File: config.mk
export PLATFORM = sky130hd
export DESIGN_NAME = adder_pipe_n
export DESIGN_NICKNAME = d
export VERILOG_FILES = /design/src/rtl/adder_pkg.sv /design/src/rtl/adder_pipe_stage.sv /design/src/rtl/adder_pipe_n.sv
export SDC_FILE = /design/constraint.sdc
export NUM_CORES = 1
export LEC_CHECK = 0
export BUFFER_PORTS_ARGS = -buffer_cell sky130_fd_sc_hd__buf_4
export CAP_MARGIN = 10
export CORE_UTILIZATION = 58
export CTS_BUF_LIST = sky130_fd_sc_hd__clkbuf_4 sky130_fd_sc_hd__clkbuf_8 sky130_fd_sc_hd__clkbuf_16
export CTS_CLUSTER_DIAMETER = 80
export DETAILED_ROUTE_END_ITERATION = 12
export PLACE_DENSITY = 0.88
export SLEW_MARGIN = 15
export SYNTH_ARGS = -nofsm -noshare
export SYNTH_HDL_FRONTEND = slang
export SYNTH_SLANG_ARGS = --single-unit
File: constraint.sdc
create_clock -name clk -period 2.65 [get_ports clk]
set_input_delay 0.265 -clock clk [delete_from_list [all_inputs] [get_ports clk]]
set_output_delay 0.265 -clock clk [all_outputs]
set_load 0.005 [all_outputs]
File: src/rtl/adder_pkg.sv
// Shared definitions for the pipelined add/subtract unit: op-mode encoding
// and the chunk-width helpers used to split the carry chain across stages.
package adder_pkg;

   typedef enum logic {
      ADD = 1'b0,
      SUB = 1'b1
   } op_mode_t;

   // Width of every chunk except the last one.
   function automatic int chunk_w(input int width, input int stages);
      return (width + stages - 1) / stages;
   endfunction

   // Width of the last (most significant) chunk.
   function automatic int last_w(input int width, input int stages);
      return width - (stages - 1) * chunk_w(width, stages);
   endfunction

endpackage

File: src/rtl/adder_pipe_stage.sv
// One pipeline slice of adder_pipe_n: adds one CW-bit chunk at offset LO
// using the carry registered by the previous slice, and carries the full
// operands plus the partially built sum forward in its register slice.
module adder_pipe_stage #(
   parameter int WIDTH = 32,
   parameter int LO    = 0,
   parameter int CW    = 8
) (
   input  logic             clk,
   input  logic             rst_n,
   input  logic             up_valid,
   output logic             up_ready,
   input  logic [WIDTH-1:0] up_x,
   input  logic [WIDTH-1:0] up_y,
   input  logic [WIDTH-1:0] up_sum,
   input  logic             up_carry,
   input  logic             dn_ready,
   output logic             valid,
   output logic [WIDTH-1:0] x,
   output logic [WIDTH-1:0] y,
   output logic [WIDTH-1:0] sum,
   output logic             carry
);

   logic             adv;
   logic [CW:0]      chunk;
   logic [WIDTH-1:0] sum_nxt;

   // The slice moves when it is empty or when the slice after it moves.
   assign adv      = ~valid | dn_ready;
   assign up_ready = adv;

   // Chunk adder: fill in this slice's bits of the running sum.
   always_comb begin
      chunk = {1'b0, up_x[LO +: CW]} + {1'b0, up_y[LO +: CW]} + {{CW{1'b0}}, up_carry};
      sum_nxt = up_sum;
      sum_nxt[LO +: CW] = chunk[CW-1:0];
   end

   // Register slice: data only loads with a valid op so an emptied slice
   // keeps the last value that passed through it.
   always_ff @(posedge clk or negedge rst_n) begin
      if (!rst_n) begin
         valid <= 1'b0;
         x     <= '0;
         y     <= '0;
         sum   <= '0;
         carry <= 1'b0;
      end else if (adv) begin
         valid <= up_valid;
         if (up_valid) begin
            x     <= up_x;
            y     <= up_y;
            sum   <= sum_nxt;
            carry <= chunk[CW];
         end
      end
   end

endmodule

File: src/rtl/adder_pipe_n.sv
// Pipelined signed/unsigned add/subtract unit with valid/ready handshake.
// The carry chain is split into STAGES registered chunks; latency is STAGES
// cycles and throughput one op per cycle. The last slice's registers are the
// output registers.
// Optional feature: define ADDER_SAT_EN to saturate the sum on signed
// overflow (carry and overflow still describe the raw result).
module adder_pipe_n
   import adder_pkg::*;
#(
   parameter int WIDTH  = 32,
   parameter int STAGES = 4
) (
   input  logic             clk,
   input  logic             rst_n,
   input  logic             in_valid,
   output logic             in_ready,
   input  logic             sub,
   input  logic             cin,
   input  logic [WIDTH-1:0] X,
   input  logic [WIDTH-1:0] Y,
   output logic             out_valid,
   input  logic             out_ready,
   output logic [WIDTH-1:0] sum,
   output logic             carry,
   output logic             overflow
);

   localparam int CHUNK = chunk_w(WIDTH, STAGES);
   localparam int LAST  = last_w(WIDTH, STAGES);

   op_mode_t         mode;
   logic [STAGES:0]  vld;
   logic [STAGES:0]  rdy;
   logic [STAGES:0]  cs;
   logic [WIDTH-1:0] xs [STAGES+1];
   logic [WIDTH-1:0] ys [STAGES+1];
   logic [WIDTH-1:0] ss [STAGES+1];
   logic [WIDTH-1:0] raw;
   logic             x_msb;
   logic             y_msb;

   // Subtraction is X + ~Y + ~cin, so the borrow-in inverts as well.
   assign mode   = op_mode_t'(sub);
   assign vld[0] = in_valid;
   assign xs[0]  = X;
   assign ys[0]  = (mode == SUB) ? ~Y : Y;
   assign cs[0]  = (mode == SUB) ? ~cin : cin;
   assign ss[0]  = '0;

   // Ready ripples combinationally back from the sink, so a full pipe with
   // out_ready high still accepts a new op every cycle.
   assign rdy[STAGES] = out_ready;
   assign in_ready    = rdy[0];

   for (genvar k = 0; k < STAGES; k++) begin : g_stage
      localparam int CWK = (k == STAGES - 1) ? LAST : CHUNK;
      adder_pipe_stage #(
         .WIDTH (WIDTH),
         .LO    (k * CHUNK),
         .CW    (CWK)
      ) u_stage (
         .clk      (clk),
         .rst_n    (rst_n),
         .up_valid (vld[k]),
         .up_ready (rdy[k]),
         .up_x     (xs[k]),
         .up_y     (ys[k]),
         .up_sum   (ss[k]),
         .up_carry (cs[k]),
         .dn_ready (rdy[k+1]),
         .valid    (vld[k+1]),
         .x        (xs[k+1]),
         .y        (ys[k+1]),
         .sum      (ss[k+1]),
         .carry    (cs[k+1])
      );
   end

   // Overflow: operands of equal sign produced a wrapped sum of the other sign.
   assign raw       = ss[STAGES];
   assign x_msb     = xs[STAGES][WIDTH-1];
   assign y_msb     = ys[STAGES][WIDTH-1];
   assign out_valid = vld[STAGES];
   assign carry     = cs[STAGES];
   assign overflow  = (x_msb == y_msb) & (raw[WIDTH-1] != x_msb);

`ifdef ADDER_SAT_EN
   // Clamp toward the sign of the operands when the raw result overflowed.
   always_comb begin
      sum = raw;
      if (overflow) begin
         sum = x_msb ? {1'b1, {(WIDTH-1){1'b0}}} : {1'b0, {(WIDTH-1){1'b1}}};
      end
   end
`else
   assign sum = raw;
`endif

endmodule

==> flow_metrics.py <==
metrics = {
    "timing": {
        "rsz0062_at_grt": "false",
        "hold_viol_final": 0,
        "slew_headroom": 0.636,
        "clock_skew_ns": 0.00922,
        "setup_viol": 0,
        "finalCritPeriodShare": 0.917,
        "fin_ws_ns": 0.219,
        "worstMarginPinSlew_ns": 0.544,
        "max_freq_mhz": 411,
        "tns_ns": 0,
        "holdWs_ns": 0.0635,
        "slew_viol_final": 0,
        "timing.final.crit_period_ns": 2.43,
    },
    "yosys": {
        "synth_edf_count": 0,
        "async_reset_ff_frac": 1.00,
        "syn_inst": 663,
        "yosysUniqueCellTypes": 48,
        "synth_area_leader_cell": "dfrtp_1",
        "syn_avg_cell_area_um2": 13.1,
        "synth_seq_cells": 186,
        "synth_top_area_share": 0.535,
        "ys.flop_type": "dfrtp_1",
        "synth_area_um2": 8700,
        "synth_warnings": 0,
        "synth_nets": 769,
        "ys_seq_area_frac": 0.535,
        "yosys-top-cells-area": "dfrtp_1 53%, mux2_2 12%, mux2_4 5.9%",
    },
    "routing": {
        "via_per_inst": 5.56,
        "wl_um": 17500,
        "route.detailed.drc": 0,
        "ant_nets": 0,
        "wl_per_cell_um": 18.1,
        "drtIter0Drc": 409,
        "drtPass1Iterations": 4,
        "vias": 5385,
    },
    "place": {
        "io_buffers": 105,
        "dp_slack_ns": 0.247,
        "dp_hpwl_um": 12300,
        "place_area_um2": 9640,
        "gp_congestion": 0.851,
        "dp_cells": 935,
    },
    "floorplan": {
        "io_pins": 106,
        "rows": 44,
        "fp.dieH_um": 125,
        "start_util": 0.597,
        "die-area_um2": 15500,
        "die_x_um": 125,
        "core_um2": 14600,
    },
    "clocking": {
        "cts.sinks": 186,
        "cts_made_buffers": 17,
        "clk_pin_slew_ns": 0.07,
        "clkLatencyLatePin_ns": 0.43,
        "cts_resized": 0,
        "post-cts-setup-buffer-count": 0,
        "cts-htree-levels": 4,
        "cts.path.max_buffers": 2,
        "cts_tree": "built",
        "cts-root-buf": "clkbuf_16",
        "hold_buffers": 1,
    },
    "layout": {
        "fin_nets": 877,
        "finish.utilization": 0.703,
        "final_cells": 968,
        "antennaDiodeCount": 0,
        "fin_area_um2": 10200,
        "multiInputGateArea_um2": 3760,
        "fillerInstances": 937,
        "register_area_um2": 4650,
        "syn_to_final_growth_pct": 17.8,
        "drive_above_1_share": 0.369,
    },
    "job": {
        "maxCapViolCount": 0,
    },
    "power_and_ir_drop": {
        "power.density_nw_per_um2": 1030,
        "leakagePower_nw": 4.74,
        "power.total_mw": 10.5,
        "vdd_drop_max_uv": 519,
    },
    "grt": {
        "grt_usage": 0.246,
        "gr-total-overflow": 0,
        "grt_max_degree": 89,
        "grt_pass1_vias": 5844,
        "grt_antenna_before_repair": 0,
        "grt_pass1_wl_um": 29900,
    },
    "setup_path": {
        "r2r_slack_ns": 0.22,
        "startpoint_type": "flip-flop",
        "end_kind": "flip-flop",
        "crit_required_ns": 2.95,
        "crit_fanout": 3,
        "crit_arrival_ns": 2.73,
        "criticalPathCategory": "flip-flop to flip-flop",
    },
    "hold_path": {
        "min_path_type": "input pin to flip-flop",
    },
    "run_status": {
        "status": "completed",
    },
}
path summary, 6_finish.rpt:
kind	startpoint	endpoint	depth (start not counted)
min reg2reg	g_stage[3].u_stage.sum[30]	g_stage[3].u_stage.sum[30]	2
min	X[29]	g_stage[0].u_stage.x[29]	2
max	g_stage[1].u_stage.carry	g_stage[2].u_stage.sum[22]	7
max reg2reg	g_stage[1].u_stage.carry	g_stage[2].u_stage.sum[22]	7
min in group asynchronous	rst_n	g_stage[0].u_stage.x[26]	2
max in group asynchronous	rst_n	g_stage[1].u_stage.sum[13]	3
power breakdown:
| group | internal (mW) | switching (mW) | total (mW) | leakage (nW) |
|---|---|---|---|---|
| sequential | 3.83 | 0.646 | 4.48 | 2.23 |
| clock | 1.48 | 1.10 | 2.57 | 0.295 |
| combinational | 1.92 | 1.57 | 3.49 | 2.22 |
cell usage after synthesis (all sizes together), types with 5 or more instances:
cell,count
nor2,17
nand2b,9
nor2b,6
nor3,10
a211oi,6
dfrtp,186
fa,8
buf,26
inv,11
a21oi,17
o31ai,5
xor2,27
o21ai,60
mux2,127
ha,28
xnor2,25
nand2,62
sequential cells by signal, summed over array words and instances, names as in the netlist:
signal,cells
g_stage.u_stage.sum,80
g_stage.u_stage.x,49
g_stage.u_stage.y,49
g_stage.u_stage.carry,4
g_stage.u_stage.valid,4
logic make-up (layout without fill, tap and decap cells):
group                    count (synthesis)  after routing  share of synthesized area
AO/OA/AOI/OAI                          112            112                     0.0812
XOR/XNOR                                52             52                     0.0523
adder cells (fa/ha/maj)                 36             36                     0.0586
buffers and inverters                   40            161                     0.0331
flip-flops                             186            186                      0.535
multiplexers                           127            127                      0.179
AND/OR/NAND/NOR                        110            110                     0.0611
cell type report:
| class | instances | share of cell area |
|---|---|---|
| sequential | 186 | 0.454 |
| multi-input combinational | 437 | 0.367 |
| timing repair buffer | 118 | 0.0934 |
| clock buffer | 21 | 0.0457 |
| tap | 184 | 0.0225 |
| clock inverter | 11 | 0.0131 |
| inverter | 11 | 0.00403 |
worst max-delay path, cell delays in order (launching register included):
cell,delay [ns]
dfrtp_1,0.40
fa_1,0.48
fa_1,0.42
a21oi_1,0.30
o211ai_1,0.17
a21oi_1,0.26
xor2_1,0.19
o21ai_0,0.09
per-layer routing:
layer | part of all wire | global-route usage | up-vias
met5 | 0 | 0 | -
met4 | 0.025 | 0.102 | 0
met3 | 0.031 | 0.0451 | 33
met2 | 0.51 | 0.407 | 130
met1 | 0.44 | 0.320 | 2684
li1 | - | - | 2538
cells in the final DEF (no fill, tap or decap), types with 17 or more instances in the layout:
cell | synthesis | final
xor2_1 | 27 | 27
xnor2_1 | 25 | 25
clkbuf_16 | 0 | 17
nand2_1 | 60 | 59
buf_4 | 4 | 111
mux2_2 | 91 | 91
ha_1 | 28 | 28
o21ai_0 | 60 | 60
nor2_1 | 17 | 17
dfrtp_1 | 186 | 186
mux2_4 | 34 | 34
Power figures use the tool's default switching activity.
